File: src/rtl/pirisc_pkg.sv
// Shared opcode constants, FSM state type and data-path select encodings
// for the PiRISC control path.
package pirisc_pkg;

    localparam logic [6:0] OP_RTYPE  = 7'b0110011;
    localparam logic [6:0] OP_IALU   = 7'b0010011;
    localparam logic [6:0] OP_AUIPC  = 7'b0010111;
    localparam logic [6:0] OP_LUI    = 7'b0110111;
    localparam logic [6:0] OP_LOAD   = 7'b0000011;
    localparam logic [6:0] OP_STORE  = 7'b0100011;
    localparam logic [6:0] OP_BRANCH = 7'b1100011;
    localparam logic [6:0] OP_JAL    = 7'b1101111;
    localparam logic [6:0] OP_JALR   = 7'b1100111;
    localparam logic [6:0] OP_SYSTEM = 7'b1110011;

    localparam logic [1:0] PC_PLUS4  = 2'b00;
    localparam logic [1:0] PC_BRANCH = 2'b01;
    localparam logic [1:0] PC_JALR   = 2'b10;
    localparam logic [1:0] PC_JAL    = 2'b11;

    localparam logic [1:0] WB_ALU    = 2'b00;
    localparam logic [1:0] WB_RAM    = 2'b01;
    localparam logic [1:0] WB_LINK   = 2'b10;
    localparam logic [1:0] WB_IMM    = 2'b11;

    typedef enum logic [2:0] {
        FETCH,
        DECODE,
        EXEC,
        MEM,
        WB,
        HALT
    } stateT;

    typedef enum logic [3:0] {
        CLS_ALU,
        CLS_LUI,
        CLS_LOAD,
        CLS_STORE,
        CLS_BRANCH,
        CLS_JAL,
        CLS_JALR,
        CLS_SYSTEM,
        CLS_ILLEGAL
    } instrClassT;

endpackage

File: src/rtl/ctrl_decode.sv
// Combinational opcode/funct3 classifier: instruction class, ALU operand
// source, one-hot memory access width and legality.
import pirisc_pkg::*;

module ctrl_decode (
    input  logic [6:0]  opcode,
    input  logic [2:0]  funct3,
    output instrClassT  instrClass,
    output logic        aluSrc,
    output logic [2:0]  widthOneHot,
    output logic        legal
);

    logic unusedFunct3;
    assign unusedFunct3 = funct3[2];

    // widthOneHot is {word, half, byte}; only memory ops select a width
    always_comb begin
        instrClass  = CLS_ILLEGAL;
        aluSrc      = 1'b1;
        widthOneHot = 3'b000;
        legal       = 1'b1;
        case (opcode)
            OP_RTYPE: begin
                instrClass = CLS_ALU;
                aluSrc     = 1'b0;
            end
            OP_IALU, OP_AUIPC: instrClass = CLS_ALU;
            OP_LUI:            instrClass = CLS_LUI;
            OP_LOAD, OP_STORE: begin
                if (opcode == OP_LOAD) begin
                    instrClass = CLS_LOAD;
                end else begin
                    instrClass = CLS_STORE;
                end
                case (funct3[1:0])
                    2'b00:   widthOneHot = 3'b001;
                    2'b01:   widthOneHot = 3'b010;
                    2'b10:   widthOneHot = 3'b100;
                    default: legal       = 1'b0;
                endcase
            end
            OP_BRANCH: begin
                instrClass = CLS_BRANCH;
                aluSrc     = 1'b0;
            end
            OP_JAL:    instrClass = CLS_JAL;
            OP_JALR:   instrClass = CLS_JALR;
            OP_SYSTEM: instrClass = CLS_SYSTEM;
            default:   legal      = 1'b0;
        endcase
    end

endmodule

File: src/rtl/control_fsm.sv
// Multi-cycle PiRISC control FSM: sequences each instruction through
// FETCH/DECODE/EXEC/MEM/WB and drives the data-path controls (Moore style).
import pirisc_pkg::*;

module control_fsm #(
    parameter int DWIDTH = 32
) (
    input  logic              clk,
    input  logic              reset,
    input  logic              run,
    input  logic [DWIDTH-1:0] instr,
    output logic              pcEn,
    output logic [1:0]        pcSelect,
    output logic              regWrite,
    output logic              aluSrc,
    output logic              ramRdEn,
    output logic              ramWrEn,
    output logic              isByte,
    output logic              isHalf,
    output logic              isWord,
    output logic [1:0]        memToReg,
    output logic              halted,
    output logic              illegal,
    output logic [DWIDTH-1:0] retired
);

    stateT      state;
    stateT      nextState;
    logic [6:0] opcodeReg;
    logic [2:0] funct3Reg;
    logic [6:0] decOpcode;
    logic [2:0] decFunct3;
    instrClassT instrClass;
    logic       decAluSrc;
    logic [2:0] widthOneHot;
    logic       legal;

    logic unusedInstr;
    assign unusedInstr = ^{instr[DWIDTH-1:15], instr[11:7]};

    // Classify the live instruction while in DECODE, the latched copy afterwards
    assign decOpcode = (state == DECODE) ? instr[6:0]   : opcodeReg;
    assign decFunct3 = (state == DECODE) ? instr[14:12] : funct3Reg;

    ctrl_decode decodeUnit (
        .opcode      (decOpcode),
        .funct3      (decFunct3),
        .instrClass  (instrClass),
        .aluSrc      (decAluSrc),
        .widthOneHot (widthOneHot),
        .legal       (legal)
    );

    always_ff @(posedge clk) begin
        if (!reset) begin
            state     <= FETCH;
            opcodeReg <= '0;
            funct3Reg <= '0;
            illegal   <= 1'b0;
            retired   <= '0;
        end else begin
            state <= nextState;
            if (state == DECODE) begin
                opcodeReg <= instr[6:0];
                funct3Reg <= instr[14:12];
                if (!legal) begin
                    illegal <= 1'b1;
                end
            end
            if (pcEn) begin
                retired <= retired + DWIDTH'(1);
            end
        end
    end

    always_comb begin
        nextState = state;
        pcEn      = 1'b0;
        pcSelect  = PC_PLUS4;
        regWrite  = 1'b0;
        aluSrc    = 1'b0;
        ramRdEn   = 1'b0;
        ramWrEn   = 1'b0;
        isByte    = 1'b0;
        isHalf    = 1'b0;
        isWord    = 1'b0;
        memToReg  = WB_ALU;
        halted    = 1'b0;
        if (state == EXEC || state == MEM || state == WB) begin
            aluSrc = decAluSrc;
            isByte = widthOneHot[0];
            isHalf = widthOneHot[1];
            isWord = widthOneHot[2];
        end
        case (state)
            FETCH: begin
                if (run) begin
                    nextState = DECODE;
                end
            end
            DECODE: begin
                if (!legal || instrClass == CLS_SYSTEM) begin
                    nextState = HALT;
                end else begin
                    nextState = EXEC;
                end
            end
            EXEC: begin
                case (instrClass)
                    CLS_BRANCH: begin
                        pcEn      = 1'b1;
                        pcSelect  = PC_BRANCH;
                        nextState = FETCH;
                    end
                    CLS_LOAD, CLS_STORE: nextState = MEM;
                    default:             nextState = WB;
                endcase
            end
            MEM: begin
                if (instrClass == CLS_LOAD) begin
                    ramRdEn   = 1'b1;
                    nextState = WB;
                end else begin
                    ramWrEn   = 1'b1;
                    pcEn      = 1'b1;
                    pcSelect  = PC_PLUS4;
                    nextState = FETCH;
                end
            end
            WB: begin
                pcEn      = 1'b1;
                regWrite  = 1'b1;
                nextState = FETCH;
                case (instrClass)
                    CLS_LUI:  memToReg = WB_IMM;
                    CLS_LOAD: begin
                        ramRdEn  = 1'b1;
                        memToReg = WB_RAM;
                    end
                    CLS_JAL: begin
                        memToReg = WB_LINK;
                        pcSelect = PC_JAL;
                    end
                    CLS_JALR: begin
                        memToReg = WB_LINK;
                        pcSelect = PC_JALR;
                    end
                    default: begin
                        memToReg = WB_ALU;
                        pcSelect = PC_PLUS4;
                    end
                endcase
            end
            HALT:    halted    = 1'b1;
            default: nextState = FETCH;
        endcase
    end

endmodule

File: config.mk
export PLATFORM = sky130hd
export DESIGN_NAME = control_fsm
export DESIGN_NICKNAME = d
export VERILOG_FILES = /design/src/rtl/pirisc_pkg.sv /design/src/rtl/ctrl_decode.sv /design/src/rtl/control_fsm.sv
export SDC_FILE = /design/constraint.sdc
export NUM_CORES = 1
export LEC_CHECK = 0
export ABC_AREA = 1
export CAP_MARGIN = 20
export CORE_ASPECT_RATIO = 1.4
export CORE_MARGIN = 2
export CORE_UTILIZATION = 50
export CTS_BUF_LIST = sky130_fd_sc_hd__clkbuf_4
export DETAILED_ROUTE_END_ITERATION = 8
export HOLD_SLACK_MARGIN = 0.1
export PLACE_DENSITY = 0.83
export SYNTH_ARGS = -nofsm -noshare
export SYNTH_HDL_FRONTEND = slang
export SYNTH_SLANG_ARGS = --single-unit
export TNS_END_PERCENT = 1
File: constraint.sdc
create_clock -name clk -period 2.45 [get_ports clk]
set_input_delay 0.49 -clock clk [delete_from_list [all_inputs] [get_ports clk]]
set_output_delay 0.49 -clock clk [all_outputs]
set_load 0.005 [all_outputs]
# Word-level counts from Yosys, hierarchy flattened
# Index checks and enable logic that the tools add are counted.
[totals]
ff_bits = 45
word_cells = 80
output_inout_bits = 46
input_bits = 35
[classes]
n_reduce_logical = 16
n_addsub = 1
bitwise = 2
mux = 31
n_eq_ne = 25
[ops]
columns = ["cell", "count"]
rows = [
  ["32-bit by 1-bit adder with 32-bit output, second input constant", 1],
  ["7-bit equality test, second input constant", 4],
  ["4-bit case mux with 7 select lines", 1],
  ["7-bit by 6-bit equality test with 1-bit output, second input constant", 3],
  ["4-bit by 3-bit equality test with 1-bit output, second input constant", 4],
  ["1-bit two-way mux", 15],
  ["3-bit case mux with 5 select lines", 1],
  ["7-bit by 5-bit equality test with 1-bit output, second input constant", 2],
  ["3-bit two-way mux", 4],
  ["2-bit OR reduction", 5],
  ["3-bit case mux with 3 select lines", 1],
  ["4-bit by 2-bit equality test with 1-bit output, second input constant", 2],
  ["2-bit case mux with 2 select lines", 2],
  ["8-bit OR reduction", 1],
  ["7-bit by 2-bit equality test with 1-bit output, second input constant", 1],
  ["7-bit two-way mux", 1],
  ["3-bit by 2-bit equality test with 1-bit output, second input constant", 2],
  ["3-bit equality test, second input constant", 2],
  ["2-bit case mux with 3 select lines", 1],
  ["3-bit case mux with 2 select lines", 1],
  ["3-bit OR reduction", 2],
  ["4-bit by 1-bit equality test with 1-bit output, second input constant", 1],
  ["2-bit two-way mux", 2],
  ["2-bit AND reduction", 2],
  ["other kinds (11)", 14],
]

# Logic depth before layout (Yosys ltp)
# Gate-level depths: netlist of run 1.
[depth]
ltp_word = 10
mapped_depth = 16

# By module
# A second synthesis of run 1 with hierarchy kept.
[hier_totals]
hier_cells = 459
hier_area_um2 = 2813.9
[modules_own_cells]
columns = ["mod", "cells_per_inst", "instances", "area_per_inst_um2"]
rows = [
  ["control_fsm", 408, 1, 2577.5],
  ["ctrl_decode", 51, 1, 236.5],
]

# Least setup slack after synthesis of run 1
# Ideal clock, no wire load.
[synth_timing]
kind = "register -> output"
start = "reg state[1]"
end = "out pcEn"
stages_incl_launch_ff = 12
required_time_ns = 1.960
arrival_ns = 1.612
setup_slack_ns = 0.348
path_buffers = 3
path_cell_list = "dfxtp_1 -> inv_2 -> nand3_4 -> buf_12 -> nand2_1 -> nand2_1 -> nor3_2 -> nand2_1 -> nand2_2 -> nand3_4 -> buf_8 -> buf_6"
[synth_between]
elab_chain_len = 8
[synth_lines]
columns = ["element", "line_no", "rtl"]
rows = [
  ["start: declaration", "control_fsm.sv:27", "stateT state;"],
  ["start signal: assignment", "control_fsm.sv:62", "state <= nextState;"],
  ["3-bit by 1-bit equality test with 1-bit output", "control_fsm.sv:42", "assign decOpcode = (state == DECODE) ? instr[6:0] : opcodeReg;"],
  ["7-bit two-way mux", "n/a", ""],
  ["7-bit by 6-bit equality test with 1-bit output, or another cell as far along", "ctrl_decode.sv:23", "case (opcode)"],
  ["3-bit OR reduction (no source line), or another cell as far along", "n/a", ""],
  ["4-bit case mux with 7 select lines", "ctrl_decode.sv:23", ""],
  ["4-bit by 2-bit equality test with 1-bit output / 4-bit by 3-bit equality test with 1-bit output (equally long branches)", "control_fsm.sv:120, control_fsm.sv:109", ""],
  ["1-bit two-way mux (on tied branches)", "control_fsm.sv:120, control_fsm.sv:109", ""],
  ["1-bit case mux with 3 select lines (*)", "control_fsm.sv:95", "case (state)"],
  ["end: declaration", "control_fsm.sv:12", "output logic pcEn,"],
]
# Every way passes the cells marked *; elsewhere a longest branch is shown, timed or not.

# Worst setup path after layout of run 1
[layout_timing]
start = "reg state[2]"
end = "out memToReg[1]"
[layout_between]
elab_chain_len = 9
[layout_lines]
columns = ["element", "line_no", "rtl"]
rows = [
  ["3-bit by 1-bit equality test with 1-bit output", "control_fsm.sv:42", ""],
  ["7-bit two-way mux", "n/a", ""],
  ["7-bit by 6-bit equality test with 1-bit output, or another cell as far along", "ctrl_decode.sv:23", ""],
  ["3-bit OR reduction (no source line), or another cell as far along", "n/a", ""],
  ["4-bit case mux with 7 select lines", "ctrl_decode.sv:23", ""],
  ["4-bit by 3-bit equality test with 1-bit output", "control_fsm.sv:134", "case (instrClass)"],
  ["2-bit OR reduction (no source line)", "n/a", ""],
  ["2-bit case mux with 3 select lines", "control_fsm.sv:134", ""],
  ["2-bit two-way mux (*)", "control_fsm.sv:95", ""],
  ["end: declaration", "control_fsm.sv:21", "output logic [1:0] memToReg,"],
]
# Marks and branches as above.

==> results.ini, run 1 <==
[cells_and_area]
diodes=0
fillers=397
num-nets-final=592
syn_to_final_growth_pct=45.35
final_common_cell=nand2_1
drive_gt1_frac=0.2536
final_cell_mix=109 x nand2_1, 50 x buf_4, 49 x inv_1
fin_area_mm2=0.004167
post-route-util=0.7541

[setup_path]
cp_common_cell=nand2_2
critPathRequiredTime_ns=1.96
cp.arrival_ns=2.29
crit_buf_inv=3
crit_fanout=7
setup.worst_path.start_class=flop
path_class=flop to output port
crit_chain=buf_12, nor2_8, nand3_1, nand2_2, nand2_1, nor2_1, nand2_2, nand3_2, a31oi_4, nor2_2, nand2_2, buf_6, nand3_2, buf_2
slowest_stage=dfxtp_4
worst_setup_path_end_kind=output port
critical_path.top_delay_family=simple AND/OR/NAND/NOR gates
max_stage_delay_ns=0.39

[pwr]
pwr-share-seq=0.434
cellPowerDensity_mw_per_mm2=426.8
p_comb_frac=0.309
internal_power_mw=1.220
irDropWorstVdd_mv=0.2309
p_leak_nw=1.758
p_sw_frac=0.3142
pwr-share-clk=0.257
p_switching_uw=558.7

[routing]
ant_nets=0
drc=0
viasPerCell=5.425
drtIter0Drc=186
drt-wirelength-per-cell_um=14.82
dr.pass1.iters=4
routed_wl_um=9248
num_vias=3385

[die]
start_util=0.5188
die_h_um=93.59
num_rows=32
die_area_mm2=0.006363
num_io_pins=81
chipWidth_um=67.99
fp.coreArea_mm2=0.005525

[synth]
yosysWarnings=0
yosys.area_share.xor_xnor=0.04583
syn_inst=441
seq_area_frac_synth=0.3143
syn_nets=477
ys_ff_latch=45
synth_top_family_by_area=simple AND/OR/NAND/NOR gates
synthAdderAreaFrac=0.004365
syn_area_per_cell_um2=6.500
synth-compound-area-share=0.09385
synth-simple-area-share=0.4387
synth_area_mm2=0.002866
synthMuxAreaShare=0
synth_cell_types=38

[global_route]
grt_first_pass_wirelength_um=14110
grtUsageTotal=0.2849
antenna_found_initial=0
overflow=0
grt_max_degree=19
grt_pass1_vias=3320

[cts]
cts_tree=done
clk_latency_ns=0.36
clock-sinks=45
cts_made_buffers=5
cts_buffer_depth=2
cts_root_buf=clkbuf_4
clkTransAtPathRegs_ns=0.15
htree_levels=2

[sta]
max_freq_ghz=0.3591
slew_violations=0
min_period_over_period=1.137
rsz0062_at_grt=true
finClkSkew_ns=0.01745
worst_slack_ns=-0.3344
hold_viol_final=0
tightestPinTransition_ns=0.6470
setup_violations=11
period_needed_ns=2.784
slew_headroom=0.5647

[run]
max_cap_violations=0

[placed_design]
pre_cts_ws_ns=-0.5062
dp_hpwl_um=6241
portBuffers=57
gp_congestion=0.9089
dpl_cell_area_mm2=0.003784

[status]
violations=negative setup slack
status=finished with violations

[hold_path]
hold_class=flop to flop

[timing repair]
| action | in CTS | in global routing |
|---|---|---|
| pin swaps | 23 | 19 |
| hold endpoints to repair | 0 | 0 |
| cloned | 0 | 0 |
| buffers inserted | 18 | 2 |
| hold buffers | 0 | 0 |
| setup endpoints to repair | 11 | 31 |
| resized for setup | 66 | 27 |
[through the flow]
| step | cells | setup TNS [ns] | hold WS (ns) | power [mW] |
|---|---|---|---|---|
| 2_1_floorplan | 441 | 0 | 0.4642 | 1.020 |
| 3_3_place_gp | 598 | -6.831 | 0.4560 | 1.187 |
| 3_5_place_dp | 598 | -8.867 | 0.4637 | 1.200 |
| 4_1_cts | 622 | -1.556 | 0.4943 | 1.730 |
| 5_1_grt | 624 | -3.051 | 0.5089 | 1.842 |
| 6_report | 624 | -2.000 | 0.4957 | 1.778 |
[cells in the mapped netlist]
cell type  number  area, um^2
o21ai_1         4       20.02
clkbuf_1        3       11.26
buf_1           1       3.750
nor4_1          7       43.79
buf_4           1       7.510
a31oi_1         1       6.260
xor2_1         11       96.34
nor2_2          1       6.260
nand4_1        10       62.56
nand2_2        10       62.56
nor2_4          1       11.26
nor2_8          2       40.04
nand3b_1        2       15.01
nor3_2          1       10.01
inv_2           6       22.52
xnor2_1         4       35.03
buf_12          1       20.02
a311oi_1        1       8.760
inv_1          50       187.7
nand4_2         1       12.51
ha_1            1       12.51
o21ai_0         7       35.03
buf_8           1       15.01
nand3_4         3       52.55
dfxtp_1        45       900.9
nand2_4         3       33.78
nand3_2         3       30.03
buf_6           1       11.26
a21oi_1        34       170.2
nand3_1        21       105.1
nor2_1         53       198.9
nor3_1         23       115.1
inv_4           1       6.260
buf_2           2       10.01
a211oi_2        1       12.51
o21a_1          1       7.510
nand2_1       122       457.9
o21ai_2         1       8.760
[routing by layer]
metal,GRT usage,vias up,part of all wire
li1,-,1645,-
met1,0.2697,1554,0.37
met2,0.5445,138,0.52
met3,0.04332,48,0.053
met4,0.1683,0,0.060
met5,0,-,0
[sequential cells by signal, summed over array words and instances (netlist names)]
register / flops
funct3Reg: 2
state: 3
retired: 32
illegal: 1
opcodeReg: 7
[cells by family after synthesis]
| kind of cell | after synthesis |
|---|---|
| buf+inv | 67 |
| simple gates | 263 |
| fa+ha+maj | 1 |
| xor+xnor | 15 |
| flops | 45 |
| compound gates | 50 |
[power groups by stage]
stage | clock network [mW] | logic, mW | registers [mW]
floorplan | 0 | 0.234 | 0.786
global placement | 0 | 0.402 | 0.785
detailed placement | 0 | 0.414 | 0.785
CTS | 0.466 | 0.493 | 0.771
global route | 0.487 | 0.580 | 0.774
finish | 0.457 | 0.550 | 0.771
[final timing paths]
check | startpoint | endpoint | slack, ns | depth (start not counted)
max | state[2] | memToReg[1] | -0.33 | 14
min | illegal | illegal | 0.50 | 1
max reg2reg | state[2] | retired[10] | 0.11 | 17
min reg2reg | illegal | illegal | 0.50 | 1
[layout make-up]
type	count	area, um^2	share of cell area
clock inverters	2	35.03	0.008408
clock buffers	5	37.54	0.009009
inverters	57	221.5	0.05315
well taps	68	85.08	0.02042
flip-flops and latches	45	905.9	0.2174
multi-input cells	329	1832	0.4396
repair buffers	118	1050	0.2520
Power figures use the tool's default switching activity.
==> run 2, diff against run 1 <==
Settings changed: CORE_ASPECT_RATIO 1.4 to not set, SETUP_SLACK_MARGIN set to 0.3, SKIP_LAST_GASP set to 1.
==> run 2 against run 1 <==
Sequential power increased by 0.8%. Sequential cell count is the same. The run still ends with negative setup slack left. Design area decreased by 0.87%. Clock skew shrank 0.0060 ns. Fmax increased by 0.38%.
==> results.ini, run 2 (synthesis results as in run 1) <==
[cts]
cts_hold_buf=0  ; unchanged
clk_latency_ns=0.36  ; about the same
clock-sinks=45  ; unchanged
cts_made_buffers=5  ; unchanged
cts_buffer_depth=2  ; unchanged
clkTransAtPathRegs_ns=0.15  ; about the same
htree_levels=2  ; unchanged
cts_tree=done
cts_root_buf=clkbuf_4

[routing]
drtIter0Drc=231  ; +24%
ant_nets=0  ; unchanged
dr.pass1.iters=5  ; +1
drt-wirelength-per-cell_um=15.30  ; +3.2%
viasPerCell=5.473  ; +0.88%
drc=0  ; unchanged
num_vias=3393  ; +0.24%
routed_wl_um=9483  ; +2.5%

[setup_path]
worstRegToRegCells=17  ; unchanged
critPathRequiredTime_ns=1.96  ; about the same
worst_setup_path_end_kind=output port
crit_fanout=7  ; unchanged
path_class=flop to output port
setup.worst_path.start_class=flop
r2r_start=state[2]
cp.arrival_ns=2.28  ; about the same
r2r_setup_slack_ns=-0.10  ; -0.21 ns
reg2reg_to=retired[10]

[hold_path]
hold_class=flop to flop
worstHoldStart=opcodeReg[5]
min_path_cells=2  ; +1
hold_path_end=opcodeReg[5]

[die]
die_area_mm2=0.006354  ; -0.14%
num_rows=27  ; -16%
num_io_pins=81  ; unchanged
chipWidth_um=79.72  ; +17%
die_h_um=79.72  ; -15%
fp.coreArea_mm2=0.005507  ; -0.34%
start_util=0.5206  ; +0.001768

[cells_and_area]
final_cell_mix=111 x nand2_1, 48 x inv_1, 48 x nor2_1
post-route-util=0.7501  ; -0.004019
diodes=0  ; unchanged
finalNonFillerCells=620  ; -0.64%
num-nets-final=583  ; -1.5%
reg.largest.list=retired x32, opcodeReg x7, state x3
largest_register=retired
syn_to_final_growth_pct=44.09
fin_area_mm2=0.004130  ; -0.87%
drive_gt1_frac=0.2281  ; -0.02549
final_common_cell=nand2_1
largest_reg_flops=32  ; unchanged

[sta]
hold_viol_final=0  ; unchanged
slew_violations=0  ; unchanged
rsz0062_at_grt=true
slew_headroom=0.6593  ; +0.09464
finClkSkew_ns=0.01143  ; -0.006021 ns
period_needed_ns=2.774  ; -0.01044 ns
worst_slack_ns=-0.3240  ; +0.01044 ns
min_period_over_period=1.132  ; -0.004261
setup_violations=18  ; +7
fin_hold_ws_ns=0.5044  ; +0.008775 ns
tightestPinTransition_ns=0.5064  ; -0.1407 ns
fin_setup_tns_ns=-3.056  ; -1.056 ns
max_freq_ghz=0.3605  ; +0.38%

[global_route]
antenna_found_initial=0  ; unchanged
overflow=0  ; unchanged
grtUsageTotal=0.2853  ; +0.0003902
grt_first_pass_wirelength_um=14410  ; +2.2%
grt_pass1_vias=3000  ; -9.6%
grt_max_degree=31  ; +12

[status]
violations=negative setup slack
status=finished with violations

[placed_design]
dpl.cell_count=601  ; +0.50%
pre_cts_ws_ns=-0.5879  ; -0.08164 ns
dpl_cell_area_mm2=0.003781  ; about the same
dp_hpwl_um=6488  ; +4.0%
portBuffers=57  ; unchanged
gp_congestion=0.9489  ; +4.4%

[pwr]
p_leak_nw=1.701  ; -3.3%
irDropWorstVdd_mv=0.3639  ; +58%
cellPowerDensity_mw_per_mm2=453.5  ; +6.2%
power_mw=1.873  ; +5.3%

[run]
max_cap_violations=0  ; unchanged

-- run 2: cell type report --
type                            count  area, um^2
Timing Repair Buffer              108       987.2
Inverter                           57       229.0
Fill cell                         416        1376
Sequential cell                    45       909.6
Multi-Input combinational cell    330        1808
Clock inverter                      3       68.82
Tap cell                           72       90.09
Clock buffer                        5       37.54
-- run 2: critical path, stage by stage, from the launching register on --
cell and delay [ns]:
dfxtp_2 0.39, clkinv_4 0.10, nand3_4 0.17, buf_6 0.14
inv_4 0.03, nand2_1 0.06, nand2_2 0.07, nor2_2 0.16
nand3_2 0.12, nand3_2 0.11, a31oi_4 0.05, nor2_2 0.13
nand2_2 0.08, nand2_1 0.09, clkdlybuf4s15_1 0.21
-- run 2: worst max-delay path by stage --
stage / slack (ns) / cells after the start / endpoint / startpoint
final: -0.32 / 14 / pcSelect[1] / state[1]
after global routing: -0.45 / 13 / pcSelect[1] / state[2]
after CTS: -0.23 / 14 / pcSelect[0] / state[0]
after detailed placement: -0.59 / 12 / memToReg[1] / instr[0]
after global placement: -0.48 / 12 / memToReg[0] / instr[0]
after floorplan: 0.35 / 11 / pcEn / state[1]
-- run 2: report_power, final --
group	internal, mW	leakage [nW]	switching, mW
Sequential	0.757	0.366	0.0200
Clock	0.322	0.0558	0.269
Combinational	0.227	1.28	0.279
-- run 2: repair_timing --
item                       CTS  global route
setup buffers                7             3
hold endpoints to repair     0             0
cloned                       1             0
pin swaps                   19            17
setup endpoints to repair   47            47
gates resized for setup     53            19
-- run 2: metal layers --
metal | vias up | wire (um) | GRT usage
li1 | 1630 | - | -
met3 | 19 | 680 | 0.03733
met4 | 0 | 129 | 0.05517
met1 | 1578 | 4179 | 0.4108
met2 | 166 | 4494 | 0.4580
met5 | - | 0 | 0
==> run 3, diff against run 2 <==
Clock period 2.45 ns to 2.6 ns, I/O delays scaled along.
==> run 3 against run 2 <==
The flow still finishes with violations (negative setup slack). Sequential power decreased by 5.8%. Routed wire length up 27%. First-iteration DRC count rose to 2.5 times the previous value.
==> results.ini, run 3 (synthesis results as in run 1) <==
[hold_path]
hold_class=flop to flop

[die]
die_area_mm2=0.006354  ; unchanged
fp.coreArea_mm2=0.005507  ; unchanged
chipWidth_um=79.72  ; unchanged
die_h_um=79.72  ; unchanged
num_io_pins=81  ; unchanged
num_rows=27  ; unchanged
start_util=0.5206  ; unchanged

[setup_path]
worst_setup_path_end_kind=output port
crit_fanout=7  ; unchanged
critPathRequiredTime_ns=2.08  ; +0.12 ns
max_stage_delay_ns=0.37  ; -0.02 ns
setup.worst_path.start_class=flop
crit_buf_inv=3  ; -1
path_class=flop to output port
slowest_stage=dfxtp_2
crit_chain=buf_6, nor2_8, nand3_2, nand2_4, nand2_1, nor2_2, nand2_4, nand3_4, a31oi_4, nor2_4, nand2_2, buf_4, nand2_2, buf_6
critical_path.top_delay_family=simple AND/OR/NAND/NOR gates
cp.arrival_ns=2.43  ; +0.15 ns

[cts]
cts_buffer_depth=2  ; unchanged
cts_tree=done
clkTransAtPathRegs_ns=0.13  ; -0.02 ns
cts_hold_buf=0  ; unchanged
cts_root_buf=clkbuf_4
clock-sinks=45  ; unchanged
clk_latency_ns=0.39  ; +0.03 ns
htree_levels=2  ; unchanged
cts_made_buffers=5  ; unchanged

[placed_design]
pre_cts_ws_ns=-0.4915  ; +0.09636 ns
dpl_cell_area_mm2=0.003719  ; -1.7%
portBuffers=57  ; unchanged
dp_hpwl_um=6186  ; -4.7%
gp_congestion=0.9733  ; +2.6%

[global_route]
grt_max_degree=31  ; unchanged
top_usage_layer=met2
grtUsageTotal=0.3200  ; +0.03471
grt_util_met3=0.05090  ; +0.01357
overflow=0  ; unchanged
grt_pass1_vias=3342  ; +11%
gr-usage-met2=0.5261  ; +0.06807
use_met1=0.4201  ; +0.009241
grt_first_pass_wirelength_um=15860  ; +10%
antenna_found_initial=0  ; unchanged

[sta]
setup_violations=32  ; +14
slew_headroom=0.5959  ; -0.06337
min_period_over_period=1.135
rsz0062_at_grt=true
period_needed_ns=2.951
tightestPinTransition_ns=0.6039  ; +0.09749 ns
hold_viol_final=0  ; unchanged
max_freq_ghz=0.3389
finClkSkew_ns=0.02031  ; +0.008878 ns
fin_setup_tns_ns=-3.557  ; -0.5014 ns
worst_slack_ns=-0.3510  ; -0.02696 ns
slew_violations=0  ; unchanged

[pwr]
cellPowerDensity_mw_per_mm2=425.7  ; -6.1%
irDropWorstVdd_mv=0.3232  ; -11%
power_mw=1.848  ; -1.3%
p_leak_nw=1.806  ; +6.2%

[cells_and_area]
fin_area_mm2=0.004342  ; +5.1%
largest_register=retired
final_cell_mix=101 x nand2_1, 48 x inv_1, 46 x buf_4
reg.largest.list=retired x32, opcodeReg x7, state x3
post-route-util=0.7885  ; +0.03840
multi_input_area_mm2=0.001926  ; +6.5%
fillers=364  ; -13%
largest_reg_flops=32  ; unchanged
syn_to_final_growth_pct=51.46
seq_area_um2=907.1  ; -0.28%
num-nets-final=592  ; +1.5%
drive_gt1_frac=0.2711  ; +0.04299
final_common_cell=nand2_1
diodes=0  ; unchanged

[routing]
num_vias=3888  ; +15%
drt-wirelength-per-cell_um=19.17  ; +25%
drc=0  ; unchanged
dr.pass1.iters=6  ; +1
drtIter0Drc=578  ; +150%
ant_nets=0  ; unchanged
viasPerCell=6.181  ; +13%
routed_wl_um=12060  ; +27%

[status]
status=finished with violations
violations=negative setup slack

[run]
max_cap_violations=0  ; unchanged

-- run 3: per-layer routing --
layer / part of all wire / vias to the layer above
met2: 0.45 / 394
met3: 0.12 / 128
met1: 0.35 / 1712
li1: - / 1654
met4: 0.085 / 0
met5: 0 / -
-- run 3: what timing repair did --
action,in CTS,in global routing
gates resized for setup,74,38
setup endpoints to repair,43,47
setup buffers,19,5
cloned,1,0
pin swaps,23,20
-- run 3: final timing paths --
path	cells after the start	start	slack, ns	endpoint
max reg2reg	15	state[1]	-0.21	retired[3]
min	2	opcodeReg[1]	0.53	opcodeReg[1]
max	14	state[2]	-0.35	pcSelect[0]
min reg2reg	2	opcodeReg[1]	0.53	opcodeReg[1]
-- run 3: final cells by class --
class	count	area share
multi-input combinational	330	0.4435
timing repair buffer	117	0.2513
sequential	45	0.2089
inverter	57	0.05101
tap	72	0.02075
clock inverter	3	0.01585
clock buffer	5	0.008646
-- run 3: worst register-to-register path: stages, from the launching register on --
cell     delay [ns]
dfxtp_2        0.36
inv_4          0.10
buf_8          0.13
nand4_1        0.16
nand2_2        0.17
nand2_4        0.11
nor2_8         0.18
buf_6          0.15
nand2_2        0.09
inv_2          0.08
nand2_2        0.08
nand3_4        0.09
buf_4          0.35
inv_2          0.28
nor3_1         0.29
nor3_1         0.09
-- run 3: power breakdown --
part           internal, mW  leakage [nW]  total (mW)  switching [mW]
registers             0.713         0.366       0.732          0.0183
clock network         0.303        0.0558       0.573           0.270
logic                 0.222          1.38       0.543           0.321
-- run 3: stage by stage --
step	instances	hold WS (ns)
floorplan	441	0.4642
global placement	596	0.4683
finish	629	0.5269
CTS	624	0.4956
detailed placement	596	0.4809
global route	629	0.5449
